--- src/rtl/uart_rx_frame_ctrl.sv ---
// UART receive frame controller: start/data/parity/stop sequencing,
// edge and bit counters, word assembly and one-cycle status pulses.
module uart_rx_frame_ctrl #(
  parameter int DATA_WIDTH = 8,
  parameter int PRESC_W    = 6,
  parameter int MSB_FIRST  = 0
) (
  input  logic                  clk,
  input  logic                  RST,
  input  logic                  RX_IN,
  input  logic                  sampled_bit,
  input  logic [PRESC_W-1:0]    prescale,
  input  logic                  PAR_EN,
  input  logic                  PAR_TYP,
  input  logic                  STOP2,
  output logic [PRESC_W-1:0]    edge_cnt,
  output logic [3:0]            bit_cnt,
  output logic                  data_samp_en,
  output logic [DATA_WIDTH-1:0] P_DATA,
  output logic                  data_valid,
  output logic                  par_err,
  output logic                  stp_err,
  output logic                  strt_glitch,
  output logic                  break_det
);

  typedef enum logic [2:0] {
    S_IDLE   = 3'd0,
    S_START  = 3'd1,
    S_DATA   = 3'd2,
    S_PARITY = 3'd3,
    S_STOP1  = 3'd4,
    S_STOP2  = 3'd5,
    S_DONE   = 3'd6
  } state_t;

  localparam logic [3:0] LAST_DBIT = 4'(DATA_WIDTH);

  state_t                state_q, state_d;
  logic [PRESC_W-1:0]    edge_q, edge_d;
  logic [3:0]            bit_q, bit_d;
  logic [PRESC_W-1:0]    presc_q, presc_d;
  logic                  par_en_q, par_en_d;
  logic                  par_typ_q, par_typ_d;
  logic                  st2_q, st2_d;
  logic [DATA_WIDTH-1:0] shift_q, shift_d;
  logic                  acc_q, acc_d;
  logic                  par_flag_q, par_flag_d;
  logic                  stp_flag_q, stp_flag_d;
  logic [DATA_WIDTH-1:0] pdata_q, pdata_d;
  logic                  dv_q, dv_d;
  logic                  pe_q, pe_d;
  logic                  se_q, se_d;
  logic                  sg_q, sg_d;
  logic                  bd_q, bd_d;

  logic last;
  logic start_go;
  logic done_go;

  assign last = (edge_q == presc_q - PRESC_W'(1));

  // Next-state, counter, datapath and pulse computation
  always_comb begin
    state_d    = state_q;
    edge_d     = '0;
    bit_d      = '0;
    presc_d    = presc_q;
    par_en_d   = par_en_q;
    par_typ_d  = par_typ_q;
    st2_d      = st2_q;
    shift_d    = shift_q;
    acc_d      = acc_q;
    par_flag_d = par_flag_q;
    stp_flag_d = stp_flag_q;
    pdata_d    = pdata_q;
    dv_d       = 1'b0;
    pe_d       = 1'b0;
    se_d       = 1'b0;
    sg_d       = 1'b0;
    bd_d       = 1'b0;
    start_go   = 1'b0;
    done_go    = 1'b0;

    if (state_q == S_START || state_q == S_DATA ||
        state_q == S_PARITY || state_q == S_STOP1 ||
        state_q == S_STOP2) begin
      if (last) begin
        edge_d = '0;
        bit_d  = bit_q + 4'd1;
      end else begin
        edge_d = edge_q + PRESC_W'(1);
        bit_d  = bit_q;
      end
    end

    case (state_q)
      S_IDLE: begin
        if (!RX_IN) start_go = 1'b1;
      end
      S_START: begin
        if (last) begin
          if (sampled_bit) begin
            state_d = S_IDLE;
            bit_d   = '0;
            sg_d    = 1'b1;
          end else begin
            state_d = S_DATA;
          end
        end
      end
      S_DATA: begin
        if (last) begin
          if (MSB_FIRST != 0)
            shift_d = {shift_q[DATA_WIDTH-2:0], sampled_bit};
          else
            shift_d = {sampled_bit, shift_q[DATA_WIDTH-1:1]};
          acc_d = acc_q ^ sampled_bit;
          if (bit_q == LAST_DBIT)
            state_d = par_en_q ? S_PARITY : S_STOP1;
        end
      end
      S_PARITY: begin
        if (last) begin
          if (sampled_bit != (acc_q ^ par_typ_q))
            par_flag_d = 1'b1;
          state_d = S_STOP1;
        end
      end
      S_STOP1: begin
        if (last) begin
          if (!sampled_bit) stp_flag_d = 1'b1;
          if (st2_q) begin
            state_d = S_STOP2;
          end else begin
            state_d = S_DONE;
            done_go = 1'b1;
          end
        end
      end
      S_STOP2: begin
        if (last) begin
          if (!sampled_bit) stp_flag_d = 1'b1;
          state_d = S_DONE;
          done_go = 1'b1;
        end
      end
      S_DONE: begin
        if (!RX_IN) start_go = 1'b1;
        else state_d = S_IDLE;
      end
      default: begin
        state_d = S_IDLE;
      end
    endcase

    // Frame end: publish the word or the error pulses
    if (done_go) begin
      edge_d = '0;
      bit_d  = '0;
      if (!par_flag_d && !stp_flag_d) begin
        dv_d    = 1'b1;
        pdata_d = shift_q;
      end
      pe_d = par_flag_d;
      se_d = stp_flag_d;
      bd_d = stp_flag_d && (shift_q == '0);
    end

    // New frame: latch configuration, clear accumulators
    if (start_go) begin
      state_d    = S_START;
      edge_d     = '0;
      bit_d      = '0;
      presc_d    = prescale;
      par_en_d   = PAR_EN;
      par_typ_d  = PAR_TYP;
      st2_d      = STOP2;
      acc_d      = 1'b0;
      par_flag_d = 1'b0;
      stp_flag_d = 1'b0;
    end
  end

  // State and datapath registers with synchronous reset
  always_ff @(posedge clk) begin
    if (RST) begin
      state_q    <= S_IDLE;
      edge_q     <= '0;
      bit_q      <= '0;
      presc_q    <= '0;
      par_en_q   <= 1'b0;
      par_typ_q  <= 1'b0;
      st2_q      <= 1'b0;
      shift_q    <= '0;
      acc_q      <= 1'b0;
      par_flag_q <= 1'b0;
      stp_flag_q <= 1'b0;
      pdata_q    <= '0;
      dv_q       <= 1'b0;
      pe_q       <= 1'b0;
      se_q       <= 1'b0;
      sg_q       <= 1'b0;
      bd_q       <= 1'b0;
    end else begin
      state_q    <= state_d;
      edge_q     <= edge_d;
      bit_q      <= bit_d;
      presc_q    <= presc_d;
      par_en_q   <= par_en_d;
      par_typ_q  <= par_typ_d;
      st2_q      <= st2_d;
      shift_q    <= shift_d;
      acc_q      <= acc_d;
      par_flag_q <= par_flag_d;
      stp_flag_q <= stp_flag_d;
      pdata_q    <= pdata_d;
      dv_q       <= dv_d;
      pe_q       <= pe_d;
      se_q       <= se_d;
      sg_q       <= sg_d;
      bd_q       <= bd_d;
    end
  end

  assign data_samp_en = (state_q == S_START)  ||
                        (state_q == S_DATA)   ||
                        (state_q == S_PARITY) ||
                        (state_q == S_STOP1)  ||
                        (state_q == S_STOP2);

  assign edge_cnt    = edge_q;
  assign bit_cnt     = bit_q;
  assign P_DATA      = pdata_q;
  assign data_valid  = dv_q;
  assign par_err     = pe_q;
  assign stp_err     = se_q;
  assign strt_glitch = sg_q;
  assign break_det   = bd_q;

endmodule
--- config.mk ---
export PLATFORM = sky130hd
export DESIGN_NAME = uart_rx_frame_ctrl
export DESIGN_NICKNAME = d
export VERILOG_FILES = /design/src/rtl/uart_rx_frame_ctrl.sv
export SDC_FILE = /design/constraint.sdc
export NUM_CORES = 1
export LEC_CHECK = 0
export CAP_MARGIN = 0
export CORE_MARGIN = 10
export CORE_UTILIZATION = 35
export CTS_BUF_LIST = sky130_fd_sc_hd__clkbuf_8
export CTS_CLUSTER_SIZE = 24
export DETAILED_ROUTE_END_ITERATION = 6
export PLACE_DENSITY_LB_ADDON = 0.1
export SLEW_MARGIN = 10
export SYNTH_ARGS = -nofsm -noshare
export SYNTH_HDL_FRONTEND = slang
export SYNTH_SLANG_ARGS = --single-unit
--- constraint.sdc ---
create_clock -name clk -period 4.8 [get_ports clk]
set_input_delay 0.96 -clock clk [delete_from_list [all_inputs] [get_ports clk]]
set_output_delay 0.96 -clock clk [all_outputs]
set_load 0.1 [all_outputs]
==> impl_metrics.tcl, run 1 <==
set metrics [dict create \
    fin_skew_ns 0.00899 \
    post_cts_buffers 0 \
    hold_viol_final 0 \
    layout-drive-gt1-share_pct 9.03 \
    cts_tree "built" \
    ys_seq_elements 46 \
    die_y_um 99.2 \
    yosysWarnings 0 \
    cts.sinks 46 \
    outcome "finished clean" \
    pin_count 37 \
    async_flop_share_pct 0 \
    layout_common_cells "dfxtp_1, clkdlybuf4s50_1, nand2_1, a21oi_1, nor2_1" \
    timing.hold.ws_ns 0.479 \
    finalNetCount 293 \
    synth_ff_type "dfxtp_1" \
    hold_class "register to register" \
    antenna_found_initial 0 \
    rsz0062_at_grt "no" \
    grtUsageTotal_pct 10.4 \
    leakagePower_nw 0.994 \
    clkTransAtPathRegs_ns 0.09 \
    grt_pass1_wl_um 8630 \
    min-delay-start "shift_q[7]" \
    dieWidth_um 99.2 \
    core_area_um2 5990 \
    syn_inst 245 \
    holdPathEnd "shift_q[7]" \
    drc 0 \
    fmax_mhz 303 \
    setup_tns_ns 0 \
    dieArea_um2 9840 \
    firstDrtPassIters 4 \
    seq_area_frac_synth_pct 42.0 \
    n_antenna_cell 0 \
    synth_edf_count 0 \
    critPathCaptureType "primary output" \
    htree_levels 2 \
    layout_min_cycle_time_ns 3.30 \
    avgSynthCellArea_um2 8.96 \
    grt_max_degree 20 \
    crit_buf_inv 1 \
    ir_drop_uv 113 \
    maxCapViolCount 0 \
    setup_viol 0 \
    arrival_ns 2.34 \
    synthToLayoutAreaGrowth_pct 22.5 \
    clk_latency_ns 0.31 \
    power.density_nw_per_um2 269 \
    first_global_vias 1757 \
    rrSetupSlack_ns 2.53 \
    crit_required_ns 3.84 \
    placementRows 28 \
    timing.final.crit_share_pct 68.8 \
    max_stage_delay_ns 1.14 \
    drt_iter0_drc 79 \
    ant_nets 0 \
    path_cells "or2_2, o21a_1, clkdlybuf4s50_1" \
    cts_resized 0 \
    ctsRootBufferMaster "clkbuf_8" \
    synth.net_count 262 \
    cp_slowest_cell "clkdlybuf4s50_1" \
    max_slew.worst_pin.slew_ns 0.978 \
    fin_util_pct 44.9 \
    initial_utilization_pct 36.6 \
    cp_max_fo 12 \
    place_congestion 0.819 \
    routedWlPerCell_um 14.4 \
    maxSlewHeadroom_pct 34.6 \
    routed_wl_um 5070 \
    critPathTopFamily "buffers and inverters" \
    r2r_start "state_q[2]" \
    synth_cell_types 51 \
    p_total_w 0.000724 \
    maxSlewViolCount 0 \
    worstSetupPathType "register to primary output" \
    cts_hold_buf 0 \
    startpoint_type "register" \
    synth_compound_area_share_pct 16.2 \
    numCtsBuffers 5 \
    vias_per_cell 5.02 \
    synth_area_um2 2190 \
    ff2ff_path_depth 5 \
    port_buffers 36 \
    clock_path_buffers 2 \
    synthMuxAreaShare_pct 3.65 \
    dp_hpwl_um 3730 \
    synthAdderAreaFrac_pct 2.28 \
    synth_top_family_by_area "simple AND/OR/NAND/NOR gates" \
    hold_depth 2 \
    yosys.area_share.simple_pct 26.5 \
    synthXorXnorAreaFrac_pct 5.59 \
    r2r-end "P_DATA[6]" \
    layout_commonest_cell "dfxtp_1" \
    vias 1766 \
    grt_overflow 0 \
]
[cells by family (layout without fill, tap and decap cells)]
kind of cell / Yosys count / in the layout
AOI/OAI and AO/OA: 53 / 53
xor gates and xnor gates: 14 / 14
adders and majority gates: 4 / 4
buffers and inverters: 18 / 50
DFF: 46 / 46
muxes: 8 / 8
and+or+nand+nor: 102 / 102
[cells in the mapped netlist (all sizes together) (4+ instances only)]
master  count  area share (%)
dfxtp      46              42
nand2      27             5.0
o21ai      22             6.2
a21oi      16             3.6
nor2       14             2.4
nand2b     13             3.7
nor2b      12             3.4
clkbuf     10             1.7
mux2i       8             3.6
nor3        7             1.8
xnor2       7             2.8
xor2        7             2.8
nor4        6             2.3
and3        4             1.1
buf         4             1.4
ha          4             2.3
inv         4            0.68
nand3       4             1.1
[where the power goes]
part	internal [W]	leakage (nW)	switching [W]	total [W]
Combinational	0.0000345	0.577	0.0000444	0.0000790
Clock	0.000105	0.0447	0.000143	0.000248
Sequential	0.000387	0.372	0.00000907	0.000397
[stage by stage]
stage                     instance area [µm²]  setup slack (ns)  cells
after detailed placement                 2590              1.84    344
after floorplan                          2190              2.32    245
after global placement                   2590              1.86    344
final                                    2690              1.50    352
after CTS                                2690              1.48    352
after global routing                     2690              1.38    352
[registers in the layout (all words and copies together) (netlist names)]
| register | flops |
|---|---|
| P_DATA | 8 |
| shift_q | 8 |
| edge_cnt | 6 |
| presc_q | 6 |
| bit_cnt | 4 |
| state_q | 3 |
| acc_q | 1 |
| break_det | 1 |
| data_valid | 1 |
| par_en_q | 1 |
| par_err | 1 |
| par_flag_q | 1 |
| par_typ_q | 1 |
| st2_q | 1 |
| stp_err | 1 |
| stp_flag_q | 1 |
| strt_glitch | 1 |
[worst min-delay path: cells and delay by family, from the launching register on]
family / cells / cell delay [ns]
DFF: 1 / 0.33
and+or+nand+nor: 1 / 0.05
AOI/OAI and AO/OA: 1 / 0.05
[per-layer routing]
metal / track usage, % / vias to the layer above / share of wire [%]
met5: 0 / - / 0
met4: 3.31 / 0 / 1.3
met3: 3.46 / 6 / 4.4
met2: 16.5 / 23 / 46
met1: 13.1 / 818 / 48
li1: - / 919 / -
[layout make-up]
class	count	area, µm²
multi-input cells	181	1190
well taps	75	93.8
fillers	593	3300
clock buffers	5	68.8
inverters	4	15.0
repair buffers	38	375
flip-flops and latches	46	921
clock inverters	3	25.0
[worst max-delay path by stage]
stage | from | endpoint | slack (ns) | cells after the start
2_1_floorplan | state_q[2] | data_samp_en | 2.32 | 3
3_3_place_gp | state_q[1] | data_samp_en | 1.86 | 3
3_5_place_dp | state_q[1] | data_samp_en | 1.84 | 3
4_1_cts | state_q[1] | data_samp_en | 1.48 | 3
5_1_grt | state_q[1] | data_samp_en | 1.38 | 3
6_report | state_q[2] | data_samp_en | 1.50 | 3
No activity file was read; power rests on OpenSTA's default activity.
==> run 2, diff against run 1 <==
- clock period: 4.8 -> 2.8 ns (I/O delays scaled with it)
==> impl_metrics.tcl, run 2 (synthesis results as in run 1) <==
set metrics [dict create \
    fin_skew_ns 0.0101 \
    ir_drop_uv 258 \
    synthToLayoutAreaGrowth_pct 21.0 \
    dp_slack_ns 0.473 \
    finalNetCount 296 \
    cts_resized 0 \
    cellInternalPower_w 0.000928 \
    fin_ws_ns 0.567 \
    vias_per_cell 4.97 \
    layout-drive-gt1-share_pct 18.6 \
    htree_levels 2 \
    hold_class "register to register" \
    timing.final.crit_share_pct 79.7 \
    max_slew.worst_pin.slew_ns 0.552 \
    cts_hold_buf 0 \
    dieArea_um2 9840 \
    hold_viol_final 0 \
    clkTransAtPathRegs_ns 0.09 \
    first_global_vias 1659 \
    dp_cells 347 \
    maxCapViolCount 0 \
    n_antenna_cell 0 \
    vias 1766 \
    arrival_ns 2.46 \
    place_congestion 0.841 \
    grt_overflow 0 \
    layout_common_cells "dfxtp_1, buf_4, nand2_1, a21oi_1, nor2_1" \
    fin_util_pct 44.3 \
    port_buffers 36 \
    core_area_um2 5990 \
    p_clk_share_pct 34.9 \
    maxSlewHeadroom_pct 63.1 \
    p_seq_share_pct 54.3 \
    ctsRootBufferMaster "clkbuf_8" \
    switchingPower_w 0.000325 \
    placementRows 28 \
    die_y_um 99.2 \
    clk_latency_ns 0.30 \
    power.density_nw_per_um2 472 \
    routedWlPerCell_um 14.2 \
    firstDrtPassIters 4 \
    cp_max_fo 11 \
    dieWidth_um 99.2 \
    p_comb_share_pct 10.9 \
    cts.sinks 46 \
    initial_utilization_pct 36.6 \
    routed_wl_um 5040 \
    clock_path_buffers 2 \
    drc 0 \
    startpoint_type "register" \
    crit_required_ns 3.03 \
    leakagePower_nw 1.06 \
    fin_cells 355 \
    rsz0062_at_grt "no" \
    fmax_mhz 448 \
    grt_max_degree 21 \
    setup_viol 0 \
    pin_count 37 \
    layout_min_cycle_time_ns 2.23 \
    grtUsageTotal_pct 10.2 \
    p_total_w 0.00125 \
    maxSlewViolCount 0 \
    numCtsBuffers 5 \
    outcome "finished clean" \
    antenna_found_initial 0 \
    swShare_pct 26.0 \
    dp_hpwl_um 3680 \
    critPathCaptureType "register" \
    post_cts_buffers 0 \
    worstSetupPathType "register to register" \
    drt_iter0_drc 48 \
    grt_pass1_wl_um 8380 \
    layout_commonest_cell "dfxtp_1" \
    cts_tree "built" \
    ant_nets 0 \
    setup_tns_ns 0 \
]
[run 2: changes by cell type in the layout (fill, tap and decap cells not counted), sizes merged]
cell / previous run / this run
buf: 2 / 29
clkinv: 1 / 0
clkbuf: 5 / 6
clkdlybuf4s50: 36 / 12
[run 2: area by class of cell]
cell class,count,area [µm²]
inverters,4,15.0
well taps,75,93.8
clock inverters,2,16.3
clock buffers,6,82.6
multi-input cells,181,1190
fillers,604,3330
flip-flops and latches,46,921
repair buffers,41,338
[run 2: worst paths after layout]
kind	to	startpoint	slack (ns)	cells past startpoint
setup / recovery	P_DATA[1]	state_q[1]	0.57	5
hold / removal	presc_q[5]	presc_q[5]	0.49	2
setup reg to reg	P_DATA[1]	state_q[1]	0.57	5
hold reg to reg	presc_q[5]	presc_q[5]	0.49	2
[run 2: through the flow]
step	cell area (µm²)	hold WS, ns
floorplan	2190	0.448
global placement	2560	0.468
detailed placement	2560	0.475
finish	2660	0.493
CTS	2660	0.486
global route	2660	0.507
[run 2: worst max-delay path, stage by stage, from the launching register on]
cell	delay [ns]
dfxtp_1	0.44
and2b_1	0.35
nand2_1	0.13
or4b_1	0.65
or2_1	0.41
o21ai_2	0.18
[run 2: layer usage]
metal	vias up	track usage, %	part of all wire, %
met5	-	0	0
met4	0	3.53	0.50
met3	2	2.98	2.6
met2	18	15.4	46
met1	824	13.4	51
li1	922	-	-
[run 2: power by group through the flow]
stage | sequential [W] | clock [W] | combinational (W)
after CTS | 0.000680 | 0.000455 | 0.000138
after detailed placement | 0.000695 | 0 | 0.000137
final | 0.000680 | 0.000437 | 0.000136
after floorplan | 0.000697 | 0 | 0.0000917
after global routing | 0.000683 | 0.000492 | 0.000149
after global placement | 0.000696 | 0 | 0.000137
==> run 3, diff against run 2 <==
- clock period: 2.8 -> 1.8 ns (I/O delays scaled with it)
==> impl_metrics.tcl, run 3 (synthesis results as in run 1) <==
set metrics [dict create \
    dieWidth_um 99.2 \
    timing.final.crit_share_pct 106 \
    min-delay-start "edge_cnt[0]" \
    cts_tree "built" \
    antenna_found_initial 0 \
    top_layer "met4" \
    routed_wl_um 5470 \
    leakagePower_nw 1.30 \
    dp_slack_ns -0.165 \
    maxCapViolCount 0 \
    fin_ws_ns -0.103 \
    maxSlewViolCount 0 \
    arrival_ns 2.14 \
    layout_common_cells "dfxtp_1, buf_4, nand2_1, buf_12, a21oi_1" \
    layout-drive-gt1-share_pct 35.1 \
    rsz0062_at_grt "yes" \
    dr_wl_met2_um 2630 \
    r2r_start "presc_q[3]" \
    pin_count 37 \
    max_slew.worst_pin.slew_ns 0.581 \
    hold_class "register to register" \
    fin_area_um2 3320 \
    routedWlPerCell_um 14.3 \
    clock_path_buffers 2 \
    placementRows 28 \
    dieArea_um2 9840 \
    layout_min_cycle_time_ns 1.90 \
    drc 0 \
    dp_hpwl_um 4070 \
    vias 1948 \
    cts.sinks 46 \
    crit_required_ns 2.04 \
    wl_met3_um 216 \
    violations "setup timing" \
    clkTransAtPathRegs_ns 0.10 \
    place_congestion 0.856 \
    first_global_vias 1913 \
    n_fill_cell 547 \
    n_antenna_cell 0 \
    routedLengthMet1_um 2550 \
    grt_max_degree 18 \
    cp_max_fo 8 \
    power.density_nw_per_um2 598 \
    dp_cells 372 \
    grt_pass1_wl_um 9180 \
    htree_levels 2 \
    layout_commonest_cell "dfxtp_1" \
    grt_overflow 0 \
    startpoint_type "register" \
    die_y_um 99.2 \
    numCtsBuffers 5 \
    ctsRootBufferMaster "clkbuf_8" \
    firstDrtPassIters 4 \
    vias_per_cell 5.09 \
    worstSetupPathType "register to register" \
    clk_latency_ns 0.30 \
    fin_cells 383 \
    setup_viol 31 \
    grtUsageTotal_pct 10.9 \
    ir_drop_uv 354 \
    outcome "complete, but fails checks" \
    port_buffers 36 \
    fin_skew_ns 0.0149 \
    finalNetCount 324 \
    critPathCaptureType "register" \
    fmax_mhz 526 \
    core_area_um2 5990 \
    drt_iter0_drc 48 \
    hold_viol_final 0 \
    synthToLayoutAreaGrowth_pct 51.1 \
    maxSlewHeadroom_pct 61.2 \
    ant_nets 0 \
    dpl_cell_area_um2 3100 \
    setup.worst_path.start "presc_q[3]" \
    initial_utilization_pct 36.6 \
]
## run 3: path summary, 6_finish.rpt
path	slack [ns]	cells after the start	endpoint
setup / recovery	-0.10	6	P_DATA[2]
hold / removal	0.47	1	edge_cnt[0]
setup reg to reg	-0.10	6	P_DATA[2]
hold reg to reg	0.47	1	edge_cnt[0]
## run 3: what timing repair did
item / in CTS / in global routing
endpoints found under the setup margin: 36 / 38
hold buffers: 0 / 0
setup buffers: 1 / 1
gates cloned: 1 / 0
pin swaps: 14 / 4
resized for setup: 23 / 9
## run 3: metal layers
| metal | GRT usage [%] | vias to the layer above |
|---|---|---|
| li1 | - | 982 |
| met1 | 13.1 | 926 |
| met2 | 18.0 | 33 |
| met3 | 3.04 | 7 |
| met4 | 4.30 | 0 |
| met5 | 0 | - |
## run 3: layout make-up
| class | count | area [µm²] | area share, % |
|---|---|---|---|
| flip-flops and latches | 46 | 953 | 28.7 |
| clock buffers | 5 | 68.8 | 2.07 |
| inverters | 4 | 15.0 | 0.453 |
| multi-input cells | 182 | 1290 | 39.0 |
| repair buffers | 68 | 868 | 26.2 |
| clock inverters | 3 | 23.8 | 0.717 |
| well taps | 75 | 93.8 | 2.83 |
## run 3: worst max-delay path: stages, from the launching register on
cell,delay (ns)
dfxtp_2,0.33
or4_4,0.54
o21ai_2,0.12
and4bb_4,0.29
nand2_4,0.10
or2_4,0.32
o21ai_2,0.12
## run 3: report_power, final
| part | internal, W | switching, W |
|---|---|---|
| sequential | 0.00103 | 0.0000148 |
| clock | 0.000278 | 0.000385 |
| combinational | 0.000133 | 0.000146 |
## run 3: stage by stage
stage / utilization (%) / setup TNS, ns / hold slack (ns) / power [W]
final: 55.4 / -1.86 / 0.471 / 0.00198
after detailed placement: 51.7 / -2.79 / 0.465 / 0.00133
after global routing: 55.4 / -3.99 / 0.485 / 0.00207
after floorplan: - / -0.778 / 0.448 / 0.00122
after CTS: 54.9 / -1.92 / 0.477 / 0.00199
after global placement: 51.7 / -2.23 / 0.458 / 0.00133
